<file path="config.mk">
export PLATFORM = sky130hd
export DESIGN_NAME = time_set_sequencer_flat
export DESIGN_NICKNAME = d
export VERILOG_FILES = /design/src/rtl/time_set_sequencer_if.sv /design/src/rtl/time_set_sequencer.sv /design/src/flat_wrapper.sv
export SDC_FILE = /design/constraint.sdc
export NUM_CORES = 1
export LEC_CHECK = 0
export ABC_AREA = 1
export CORE_MARGIN = 3
export CORE_UTILIZATION = 45
export CTS_CLUSTER_DIAMETER = 30
export DETAILED_ROUTE_END_ITERATION = 7
export PLACE_DENSITY = 0.66
export SLEW_MARGIN = 20
export SYNTH_ARGS = -nofsm -noshare
export SYNTH_HDL_FRONTEND = slang
export SYNTH_SLANG_ARGS = --single-unit
</file>
<file path="constraint.sdc">
create_clock -name clock -period 1.9 [get_ports clock]
set_input_delay 0.285 -clock clock [delete_from_list [all_inputs] [get_ports clock]]
set_output_delay 0.285 -clock clock [all_outputs]
set_load 0.01 [all_outputs]
</file>
<file path="src/rtl/time_set_sequencer_if.sv">
// Key/tick inputs and status/increment/display outputs of the time-set sequencer.
interface time_set_sequencer_if;
  logic       tick_10ms;
  logic       tick_1s;
  logic       mode_pulse;
  logic       add_pulse;
  logic       add_held;
  logic [2:0] status;
  logic       inc_hour;
  logic       inc_minute;
  logic       inc_month;
  logic       inc_day;
  logic       run_enable;
  logic       sec_clear;
  logic [3:0] digit_mask;

  modport master (
    output tick_10ms, tick_1s, mode_pulse, add_pulse, add_held,
    input  status, inc_hour, inc_minute, inc_month, inc_day,
           run_enable, sec_clear, digit_mask
  );

  modport slave (
    input  tick_10ms, tick_1s, mode_pulse, add_pulse, add_held,
    output status, inc_hour, inc_minute, inc_month, inc_day,
           run_enable, sec_clear, digit_mask
  );
endinterface

</file>
<file path="src/rtl/time_set_sequencer.sv">
// Clock set-mode sequencer: mode stepping, key auto-repeat, idle timeout, blink and seconds hold.
// All outputs registered, one cycle after the sampled input event; no backpressure.
module time_set_sequencer #(
  parameter int TIMEOUT_S    = 30,
  parameter int REPEAT_DELAY = 50,
  parameter int REPEAT_RATE  = 10,
  parameter int BLINK_HALF   = 25
) (
  input  logic                  clock,
  input  logic                  reset,
  time_set_sequencer_if.slave   bus
);

  typedef enum logic [2:0] {
    SHOW_TIME  = 3'd0,
    SET_HOUR   = 3'd1,
    SET_MINUTE = 3'd2,
    SET_MONTH  = 3'd3,
    SET_DAY    = 3'd4
  } status_e;

  localparam logic [5:0] TIMEOUT_W = 6'(TIMEOUT_S);
  localparam logic [6:0] DELAY_W   = 7'(REPEAT_DELAY);
  localparam logic [6:0] RATE_W    = 7'(REPEAT_RATE);
  localparam logic [6:0] BLINK_W   = 7'(BLINK_HALF);

  status_e    status_q, status_d;
  logic [5:0] idle_q, idle_d;
  logic [6:0] rep_q, rep_d;
  logic       rpt_q, rpt_d;
  logic [6:0] blink_q, blink_d;
  logic       phase_q, phase_d;
  logic       edited_q, edited_d;
  logic       run_enable_q, run_enable_d;
  logic       sec_clear_q, sec_clear_d;
  logic [3:0] inc_q, inc_d;
  logic [3:0] mask_q, mask_d;

  logic       in_set, key_evt, timeout, status_chg, rep_fire, inc_fire;
  logic [6:0] rep_next;

  always_ff @(posedge clock or negedge reset) begin
    if (!reset) begin
      status_q     <= SHOW_TIME;
      idle_q       <= '0;
      rep_q        <= '0;
      rpt_q        <= 1'b0;
      blink_q      <= '0;
      phase_q      <= 1'b0;
      edited_q     <= 1'b0;
      run_enable_q <= 1'b1;
      sec_clear_q  <= 1'b0;
      inc_q        <= '0;
      mask_q       <= 4'b1111;
    end else begin
      status_q     <= status_d;
      idle_q       <= idle_d;
      rep_q        <= rep_d;
      rpt_q        <= rpt_d;
      blink_q      <= blink_d;
      phase_q      <= phase_d;
      edited_q     <= edited_d;
      run_enable_q <= run_enable_d;
      sec_clear_q  <= sec_clear_d;
      inc_q        <= inc_d;
      mask_q       <= mask_d;
    end
  end

  always_comb begin
    status_d     = status_q;
    idle_d       = idle_q;
    rep_d        = rep_q;
    rpt_d        = rpt_q;
    blink_d      = blink_q;
    phase_d      = phase_q;
    edited_d     = edited_q;
    run_enable_d = run_enable_q;
    sec_clear_d  = 1'b0;
    inc_d        = '0;
    mask_d       = 4'b1111;
    rep_fire     = 1'b0;
    rep_next     = rep_q + 7'd1;

    in_set  = (status_q != SHOW_TIME);
    key_evt = bus.mode_pulse | bus.add_pulse | bus.add_held;
    // Any key activity in the expiring cycle keeps the user in set mode.
    timeout = in_set && bus.tick_1s && !key_evt && ((idle_q + 6'd1) == TIMEOUT_W);

    if (bus.mode_pulse) begin
      case (status_q)
        SHOW_TIME:  status_d = SET_HOUR;
        SET_HOUR:   status_d = SET_MINUTE;
        SET_MINUTE: status_d = SET_MONTH;
        SET_MONTH:  status_d = SET_DAY;
        default:    status_d = SHOW_TIME;
      endcase
    end else if (timeout) begin
      status_d = SHOW_TIME;
    end
    status_chg = bus.mode_pulse | timeout;

    if (!in_set || key_evt || timeout) idle_d = '0;
    else if (bus.tick_1s)              idle_d = idle_q + 6'd1;

    // First repeat after DELAY ticks, then every RATE ticks while held.
    if (!in_set || !bus.add_held || status_chg) begin
      rep_d = '0;
      rpt_d = 1'b0;
    end else if (bus.tick_10ms) begin
      if (rep_next == (rpt_q ? RATE_W : DELAY_W)) begin
        rep_fire = 1'b1;
        rep_d    = '0;
        rpt_d    = 1'b1;
      end else begin
        rep_d = rep_next;
      end
    end

    inc_fire = in_set && !bus.mode_pulse && (bus.add_pulse || rep_fire);
    inc_d    = {inc_fire && status_q == SET_HOUR,  inc_fire && status_q == SET_MINUTE,
                inc_fire && status_q == SET_MONTH, inc_fire && status_q == SET_DAY};

    // Seconds stay frozen from the first edit until the clear pulse on return to SHOW_TIME.
    sec_clear_d = in_set && (status_d == SHOW_TIME) && edited_q;
    if (sec_clear_q)   edited_d = 1'b0;
    if (inc_fire)      edited_d = 1'b1;
    if (sec_clear_q)   run_enable_d = 1'b1;
    else if (edited_q) run_enable_d = 1'b0;

    if (!in_set || status_chg || bus.add_held) begin
      blink_d = '0;
      phase_d = 1'b0;
    end else if (bus.tick_10ms) begin
      if ((blink_q + 7'd1) == BLINK_W) begin
        blink_d = '0;
        phase_d = ~phase_q;
      end else begin
        blink_d = blink_q + 7'd1;
      end
    end

    case (status_d)
      SET_HOUR, SET_MONTH:  mask_d = 4'b1100;
      SET_MINUTE, SET_DAY:  mask_d = 4'b0011;
      default:              mask_d = 4'b1111;
    endcase
    if (phase_d) mask_d = 4'b0000;
  end

  assign bus.status     = status_q;
  assign bus.inc_hour   = inc_q[3];
  assign bus.inc_minute = inc_q[2];
  assign bus.inc_month  = inc_q[1];
  assign bus.inc_day    = inc_q[0];
  assign bus.run_enable = run_enable_q;
  assign bus.sec_clear  = sec_clear_q;
  assign bus.digit_mask = mask_q;

endmodule

</file>
<file path="src/flat_wrapper.sv">
// flat-port wrapper written by rule: the top's interface ports become plain ports
module time_set_sequencer_flat 
#(
  parameter int TIMEOUT_S    = 30,
  parameter int REPEAT_DELAY = 50,
  parameter int REPEAT_RATE  = 10,
  parameter int BLINK_HALF   = 25
)
  (clock, reset, bus_tick_10ms, bus_tick_1s, bus_mode_pulse, bus_add_pulse, bus_add_held, bus_status, bus_inc_hour, bus_inc_minute, bus_inc_month, bus_inc_day, bus_run_enable, bus_sec_clear, bus_digit_mask);
  time_set_sequencer_if bus_i ();
  input  logic clock;
  input  logic reset;
  input wire logic [$bits(bus_i.tick_10ms)-1:0] bus_tick_10ms;
  input wire logic [$bits(bus_i.tick_1s)-1:0] bus_tick_1s;
  input wire logic [$bits(bus_i.mode_pulse)-1:0] bus_mode_pulse;
  input wire logic [$bits(bus_i.add_pulse)-1:0] bus_add_pulse;
  input wire logic [$bits(bus_i.add_held)-1:0] bus_add_held;
  output wire logic [$bits(bus_i.status)-1:0] bus_status;
  output wire logic [$bits(bus_i.inc_hour)-1:0] bus_inc_hour;
  output wire logic [$bits(bus_i.inc_minute)-1:0] bus_inc_minute;
  output wire logic [$bits(bus_i.inc_month)-1:0] bus_inc_month;
  output wire logic [$bits(bus_i.inc_day)-1:0] bus_inc_day;
  output wire logic [$bits(bus_i.run_enable)-1:0] bus_run_enable;
  output wire logic [$bits(bus_i.sec_clear)-1:0] bus_sec_clear;
  output wire logic [$bits(bus_i.digit_mask)-1:0] bus_digit_mask;
  assign bus_i.tick_10ms = bus_tick_10ms;
  assign bus_i.tick_1s = bus_tick_1s;
  assign bus_i.mode_pulse = bus_mode_pulse;
  assign bus_i.add_pulse = bus_add_pulse;
  assign bus_i.add_held = bus_add_held;
  assign bus_status = bus_i.status;
  assign bus_inc_hour = bus_i.inc_hour;
  assign bus_inc_minute = bus_i.inc_minute;
  assign bus_inc_month = bus_i.inc_month;
  assign bus_inc_day = bus_i.inc_day;
  assign bus_run_enable = bus_i.run_enable;
  assign bus_sec_clear = bus_i.sec_clear;
  assign bus_digit_mask = bus_i.digit_mask;
  time_set_sequencer #(.TIMEOUT_S(TIMEOUT_S), .REPEAT_DELAY(REPEAT_DELAY), .REPEAT_RATE(REPEAT_RATE), .BLINK_HALF(BLINK_HALF)) u_core (.clock(clock), .reset(reset), .bus(bus_i));
endmodule
</file>
# [Yosys cells after proc, flatten, opt, wreduce, memory -nomap -nowiden]
# Index checks and enable logic that the tools add are counted.
# W data, S select, Z words.
[op_classes] addsub=3 n_eq_ne=11 mux=27 bitwise_logic=4 reduce_logical=34
[op_table] cell="$mux W7" n=6
[op_table] cell="$mux W6" n=3
[op_table] cell="$add A7 B1 Y7 const B" n=2
[op_table] cell="$mux W1" n=13
[op_table] cell="$eq A3 B2 Y1 const B" n=4
[op_table] cell="$pmux W3 S4" n=1
[op_table] cell="$reduce_bool A2 Y1" n=6
[op_table] cell="$logic_and A1 B1 Y1" n=11
[op_table] cell="$pmux W4 S2" n=1
[op_table] cell="$eq A7 B5 Y1 const B" n=1
[op_table] cell="$eq A7 B7 Y1" n=1
[op_table] cell="$logic_or A1 B1 Y1" n=7
[op_table] cell="$add A6 B1 Y6 const B" n=1
[op_table] cell="$eq A3 B1 Y1 const B" n=2
[op_table] cell="$eq A3 B3 Y1 const B" n=2
[op_table] cell="$eq A6 B5 Y1 const B" n=1
[op_table] cell="$logic_not A3 Y1" n=2
[op_table] cell="$mux W3" n=2
[op_table] cell="$logic_not A1 Y1" n=4
[op_table] cell="$mux W4" n=1
[op_table] cell="$reduce_or A2 Y1" n=2
[op_table] cell="$or A1 B1 Y1" n=3
[op_table] cell="$reduce_bool A3 Y1" n=1
[op_table] cell="$reduce_and A2 Y1" n=1
[op_table] cell="$not A1 Y1" n=1
[totals] inputBits=7 out_inout_bits=13 register_bits=36 wordCells=90

# [Longest topological paths before layout]
# Gate-level depths: netlist of run 1.
[logic_depth] ltp_word=11 ltp_mapped=14 mapped_depth_nobuf=13

# [Worst setup path after synthesis of run 1]
# No wires, ideal clock.
[synth_timing] path_kind="flip-flop to flip-flop" from="register u_core.rep_q[0]" to="register u_core.inc_q[2]" path_slack_ns=0.246 required_ns=1.828 path_stages_with_launch=10 arrival_time_ns=1.582 synth_period_minus_slack_ns=1.654 setup_ns=0.072 path_cell_list="dfrtp_1 -> ha_1 -> nand3_1 -> xor2_1 -> nand2_1 -> o21ai_2 -> nand3_2 -> o21ai_2 -> nand2_2 -> nor2_1"
[synth_via] elab_chain_cells=8
[synth_rtl] element="from (decl)" line_no="time_set_sequencer.sv:29" source="logic [6:0] rep_q, rep_d;"
[synth_rtl] element="from (signal assigned)" line_no="time_set_sequencer.sv:58" source="rep_q <= rep_d;"
[synth_rtl] element="$add A7 B1 Y7" line_no="time_set_sequencer.sv:83" source="rep_next = rep_q + 7'd1;"
[synth_rtl] element="$eq A7 B7 Y1" line_no="time_set_sequencer.sv:111" source="if (rep_next == (rpt_q ? RATE_W : DELAY_W)) begin"
[synth_rtl] element="$mux W1" line_no="time_set_sequencer.sv:111"
[synth_rtl] element="$mux W1" line_no="time_set_sequencer.sv:110" source="end else if (bus.tick_10ms) begin"
[synth_rtl] element="$mux W1" line_no="time_set_sequencer.sv:107" source="if (!in_set || !bus.add_held || status_chg) begin"
[synth_rtl] element="$logic_or A1 B1 Y1" line_no="time_set_sequencer.sv:120" source="inc_fire = in_set && !bus.mode_pulse && (bus.add_pulse || rep_fire);"
[synth_rtl] element="$logic_and A1 B1 Y1" line_no="time_set_sequencer.sv:120"
[synth_rtl] element="$logic_and A1 B1 Y1" line_no="time_set_sequencer.sv:121" source="inc_d = {inc_fire && status_q == SET_HOUR, inc_fire && status_q == SET_MINUTE,"
[synth_rtl] element="net u_core.inc_d[2]" line_no="time_set_sequencer.sv:36" source="logic [3:0] inc_q, inc_d;"
[synth_rtl] element="to (signal assigned)" line_no="time_set_sequencer.sv:65" source="inc_q <= inc_d;"
[synth_rtl] element="to (decl)" line_no="time_set_sequencer.sv:36"
# The timed path passes the listed nets, and every way through them passes these cells.
# A chain may end at the register's enable or synchronous reset.

# [Final worst setup path of run 1]
[layout_timing] from="register u_core.rep_q[1]" to="register u_core.inc_q[3]"
# The elaborated chain is that of the path after synthesis.

==> qor.txt, run 1 <==
Status -> completed
Cell-internal power -> 1.42 mW
Area Overhead vs Synth -> 20.8%
Crit-path max FO -> 6
Max_cap viols -> 0
1st-iter DRT viols -> 74
Grt total ovfl -> 0
Routed vias -> 1527
First-pass GRT wire length -> 6450 µm
Seq/Total Area, Yosys -> 0.456
Number of global-route vias before repair -> 1525
Pin count of the biggest net entering global routing -> 35
Hold Vio Cnt, Final -> 0
CP Capture Type -> register
CP max stage delay -> 0.38 ns
Global placer's final weighted congestion -> 0.836
Initial antenna violation count -> 0
ANT nets after route -> 0
Wirelength per Cell -> 12.1 µm
Final WL -> 3670 µm
Total negative slack -> 0 ns
Hpwl dp -> 2600 µm
Top cell type's share of synthesized area -> 0.414
Ant. Diodes -> 0
PwrDens -> 939 mW/mm²
Post-CTS sizing -> 0
CTS Buf Count -> 5
Die Wd -> 70.5 µm
Ys async rst share -> 1.00
Final nets -> 268
Commonest register cell after synthesis -> dfrtp_1
Die Area -> 0.00498 mm²
Worst-path cell chain -> ha_1 > nand3_2 > nor3_2 > xor2_1 > nor2_1 > nand3_4 > o21ai_2 > nand2_2 > nor2_1
Sink Count -> 34
R2R setup slack -> 0.15 ns
DRC Markers -> 0
Clock Pin Slew Worst Setup and Hold Paths -> 0.07 ns
Setup-failing EPs final -> 0
Mean post-synth cell area -> 8.29 µm²
Reg2reg end -> u_core.inc_q[3]$_DFF_PN0_
Gr busiest metal -> met2
Share of layout cells above drive strength 1 -> 0.152
Die extent in y -> 70.5 µm
Gate power share -> 0.325
Largest area contributor in the netlist -> dfrtp_1
Slew margin rel. -> 0.697
M3 GR Usage -> 0.0526
Min-delay worst type -> input pin to asynchronous set/reset pin
Warnings, synthesis -> 0
Power, Total -> 2.13 mW
Post-synth EDFFs -> 0
Row Count -> 22
H-tree levels -> 2
Cells after Synth -> 226
Syn nets -> 239
Leak -> 1.00 nW
Setup crit start kind -> register
Critical Path AT -> 1.96 ns
CTS Hold Buffers Added -> 0
CTS tree -> yes
Clock share of power -> 0.240
Netlist cell types -> 31
Critical R2R Launch -> u_core.rep_q[1]$_DFFE_PN0P_
Critical-path top delay cell -> dfrtp_1
Area contributors post-synth -> dfrtp_1 (41%), nand2_1 (8.0%), inv_1 (6.2%)
Root Driver -> clkbuf_8
Switch Pwr -> 0.702 mW
Clk buf depth -> 2
GRT met1 Usage -> 0.208
Worst-case reg-to-reg path depth -> 9
Crit path kind -> register to register
Tmin final -> 1.75 ns
Peak supply drop -> 0.638 mV
Core area -> 0.00383 mm²
Port Buf Inserts -> 19
GRT Total Usage -> 0.161
Crit path top cell by count -> nor2_1
Sw frac -> 0.330
Setup repair bufs after CTS -> 0
I/O pins -> 20
Least-Margin Pin Slew -> 0.455 ns
Max frequency -> 571 MHz
Post-Syn Area -> 0.00187 mm²
Share of power burned in registers -> 0.435
Vias per cell -> 5.02
Pre-antenna DRT Iters -> 4
Synth Register Bits -> 34
Data required, critical path -> 2.11 ns
Final Max Tran Viols -> 0
Post-route clock period utilization -> 0.921
Clk Latency, worst-skew pair -> 0.29 ns
Initial Utilization -> 0.490
Fin Clk Skew -> 0.00753 ns
Met2 usage -> 0.255
-- cell usage after synthesis, types with 2 or more instances --
cell type and number:
a211oi_1 5, a21oi_1 8, a22oi_1 2, buf_4 3
clkbuf_1 2, dfrtp_1 31, dfstp_2 3, ha_1 6
inv_1 31, inv_2 3, nand2_1 40, nand2_2 4
nand3_1 19, nand3_2 3, nand3_4 2, nand4_1 4
nor2_1 29, nor2_4 2, nor3_1 4, o21ai_0 4
o21ai_2 2, o22ai_1 4, xnor2_1 2, xor2_1 6
-- flip-flops by register name, summed over array words and instances, names as in the netlist --
signal / flops
u_core.bus.status: 3
u_core.rep_q: 7
u_core.inc_q: 4
u_core.phase_q: 1
u_core.rpt_q: 1
u_core.blink_q: 7
u_core.edited_q: 1
u_core.bus.run_enable: 1
u_core.idle_q: 6
u_core.bus.digit_mask: 2
u_core.bus.sec_clear: 1
-- layout by cell type, fill, tap and decap left out, types with 6 or more instances in the layout --
cell             Yosys  final
a21oi_1              8      8
nand2_1             40     40
nand3_1             19     18
nor2_1              29     27
clkdlybuf4s50_1      0     19
buf_4                3      8
ha_1                 6      6
dfrtp_1             31     31
inv_1               31     31
-- stage by stage --
| stage | setup slack, ns | util | std cells | area (µm²) | hold slack [ns] |
|---|---|---|---|---|---|
| 6_report | 0.150 | 0.592 | 304 | 2260 | 0.406 |
| 5_1_grt | -0.00151 | 0.592 | 304 | 2260 | 0.441 |
| 4_1_cts | 0.0713 | 0.584 | 304 | 2230 | 0.417 |
| 3_5_place_dp | 0.0386 | 0.563 | 296 | 2150 | 0.501 |
| 3_3_place_gp | 0.0908 | 0.563 | 296 | 2150 | 0.502 |
| 2_1_floorplan | 0.246 | - | 226 | 1870 | -0.0106 |
-- layer usage --
metal | part of all wire | up-vias
met5 | 0 | -
met4 | 0.016 | 0
met3 | 0.044 | 6
met2 | 0.44 | 30
met1 | 0.50 | 708
li1 | - | 783
-- logic make-up (layout without fill, tap and decap cells) --
| kind of cell | count (synthesis) | after routing | share of synthesized area |
|---|---|---|---|
| buf+inv | 39 | 69 | 0.0841 |
| xor+xnor | 8 | 8 | 0.0374 |
| simple gates | 111 | 111 | 0.289 |
| compound gates | 28 | 28 | 0.0935 |
| fa+ha+maj | 6 | 6 | 0.0401 |
| flops | 34 | 34 | 0.456 |
-- worst max-delay path: cells and delay by family, from the launching register on --
family | cells | cell delay [ns]
XOR/XNOR | 1 | 0.10
adder cells (fa/ha/maj) | 1 | 0.23
AND/OR/NAND/NOR | 6 | 0.82
flip-flops | 1 | 0.38
AO/OA/AOI/OAI | 1 | 0.14
-- power by group through the flow --
| stage | Clock [mW] | Sequential (mW) | Combinational (mW) |
|---|---|---|---|
| 2_1_floorplan | 0 | 0.971 | 0.365 |
| 3_3_place_gp | 0 | 0.939 | 0.689 |
| 3_5_place_dp | 0 | 0.935 | 0.695 |
| 4_1_cts | 0.534 | 0.926 | 0.698 |
| 5_1_grt | 0.554 | 0.941 | 0.775 |
| 6_report | 0.511 | 0.925 | 0.690 |
-- worst max path at each step --
| stage | start | end | slack, ns |
|---|---|---|---|
| 2_1_floorplan | u_core.rep_q[0]$_DFFE_PN0P_ | u_core.inc_q[2]$_DFF_PN0_ | 0.25 |
| 3_3_place_gp | bus_tick_1s | u_core.bus.digit_mask[2]$_DFF_PN1_ | 0.09 |
| 3_5_place_dp | bus_tick_1s | u_core.bus.digit_mask[2]$_DFF_PN1_ | 0.04 |
| 4_1_cts | u_core.rep_q[1]$_DFFE_PN0P_ | u_core.inc_q[0]$_DFF_PN0_ | 0.07 |
| 5_1_grt | u_core.rep_q[1]$_DFFE_PN0P_ | u_core.inc_q[3]$_DFF_PN0_ | -0.002 |
| 6_report | u_core.rep_q[1]$_DFFE_PN0P_ | u_core.inc_q[3]$_DFF_PN0_ | 0.15 |
-- cell type report --
class / count / area [µm²]
Multi-Input combinational cell: 153 / 892
Sequential cell: 34 / 855
Fill cell: 345 / 1560
Tap cell: 48 / 60.1
Clock buffer: 8 / 80.1
Timing Repair Buffer: 27 / 250
Inverter: 34 / 128
(Power assumes the default switching activity.)
==> run 2: changes to the inputs <==
HOLD_SLACK_MARGIN = 0.05   (was unset)
==> results of run 2 <==
Same layout as run 1: the final DEF is identical, and so are final timing and power.
==> patch (flow settings as in run 1) <==
Make the reset (`reset`) synchronous in one clocked block.
--- a/src/rtl/time_set_sequencer.sv
+++ b/src/rtl/time_set_sequencer.sv
@@ -41,3 +41,3 @@
 
-  always_ff @(posedge clock or negedge reset) begin
+  always_ff @(posedge clock) begin
     if (!reset) begin
Behaviour: differs if reset is asserted again (counterexample within 4 cycles, from zero or initial values and one cycle with reset low); with reset held inactive, the same outputs for 10 cycles.
==> patch against run 1 <==
- area after synthesis grew 2.5%
- cell area grew 2.8%
- setup slack better by 0.068 ns
- largest cell class unchanged
- sequential cell count unchanged
- routed wire length increased by 1.4%
- non-clock buffer count is 4 higher
Power is not compared: it rests on default switching activity, and its combinational part moved more than twofold at a synthesized area within 25%.
==> patch: results (changes against run 1) <==
Finish
  • Buffers excl. clock: 31 (was 27)
  • Clock buffer count: 5 (was 8)
  • Seq cells: 34 (unchanged)
  • Inverter count: 36 (was 34)
  • Register area: 682 um2 (was 855 um2)
  • Footprint of the multi-input gates: 1080 um2 (was 892 um2)
  • Area grow syn2layout: 21.2% (was 20.8%)
  • Comb_multi_in: 173 (was 153)
  • Clock-cell share: 0.0339 (was 0.0354)
  • Final non-clock buffer share: 0.126 (was 0.110)
  • Layout cells sized above 1: 0.253 (was 0.152)

Pwr
  • Maximum VDD drop: around 380 uV

Yosys
  • Yosys cell types: 35 (was 31)
  • Asr flop ratio synth: 0 (was 1.00)
  • Register area share after synthesis: 0.354 (was 0.456)
  • Post-Syn Nets: 262 (was 239)
  • Synth cell count leaders: nand2_1 (43), dfxtp_1 (34), inv_1 (31) (was nand2_1 (40), dfrtp_1 (31), inv_1 (31))
  • Cells after Synth: 249 (was 226)
  • Synth Flop Type: dfxtp_1 (was dfrtp_1)

Clocking
  • Post_cts resized: 0 (unchanged)

STA
  • Final hold slack: 0.474 ns (was 0.406 ns)
  • Clock Skews: 0.00584 ns (was 0.00753 ns)
  • Final worst slack: 0.217 ns (was 0.150 ns)
  • Relative slew slack: 0.812 (was 0.697)

Place
  • GPL Wtd Cong: 0.864 (was 0.836)
  • Dpl hpwl: 2.84 mm (was 2.60 mm)
  • Placed cell area: 2240 um2 (was 2150 um2)
  • DP Cell Count: 324 (was 296)

Critical path
  • Crit path to: u_core.inc_q[0]$_SDFF_PN0_ (was u_core.inc_q[3]$_DFF_PN0_)
  • Critical path fanouts, max: 5 (was 6)
  • Slowest CP cell: dfxtp_1 (was dfrtp_1)

Min path
  • Hold Crit Class: flop to flop (was input pin to asynchronous set/reset pin)

Route
  • WL final: 3.72 mm (was 3.67 mm)
  • Initial DRC count: 87 (was 74)
  • Via count: 1604 (was 1527)
  • Routed WL per cell: 11.2 um (was 12.1 um)

Status
  • Status: complete, no violations (unchanged)

Floorplan
  • Core region area: 4060 um2 (was 3830 um2)

GRT
  • First-pass GRT wire length: 6.55 mm (was 6.45 mm)
  • GRT Util Overall: 0.160 (was 0.161)
  • Largest net degree at the start of global routing: 16 (was 35)
patch: cell count changes after synthesis, sizes merged, moves of 5 or more:
cell	change
dfxtp	+34
nand4	+5
a21oi	+7
nand2	+9
dfrtp	-31
patch: cells by family (layout without fill, tap and decap cells):
kind of cell,count (synthesis),after routing,share of synthesized area
AOI/OAI and AO/OA,25,25,0.0860
xor gates and xnor gates,8,8,0.0365
adders and majority gates,6,6,0.0391
buffers and inverters,42,74,0.0866
DFF,34,34,0.354
and+or+nand+nor,134,134,0.397
patch: metal layers:
| layer | vias up | share of wire | wire length [um] | GRT usage |
|---|---|---|---|---|
| met5 | - | 0 | 0 | 0 |
| met4 | 0 | 0.020 | 74 | 0.0689 |
| met3 | 7 | 0.038 | 142 | 0.0351 |
| met2 | 22 | 0.43 | 1610 | 0.252 |
| met1 | 715 | 0.51 | 1900 | 0.211 |
| li1 | 860 | - | - | - |
patch: worst min-delay path, cell delays in order, from the launching register on:
cell,delay (ns)
dfxtp_1,0.31
inv_1,0.05
o21ai_0,0.06
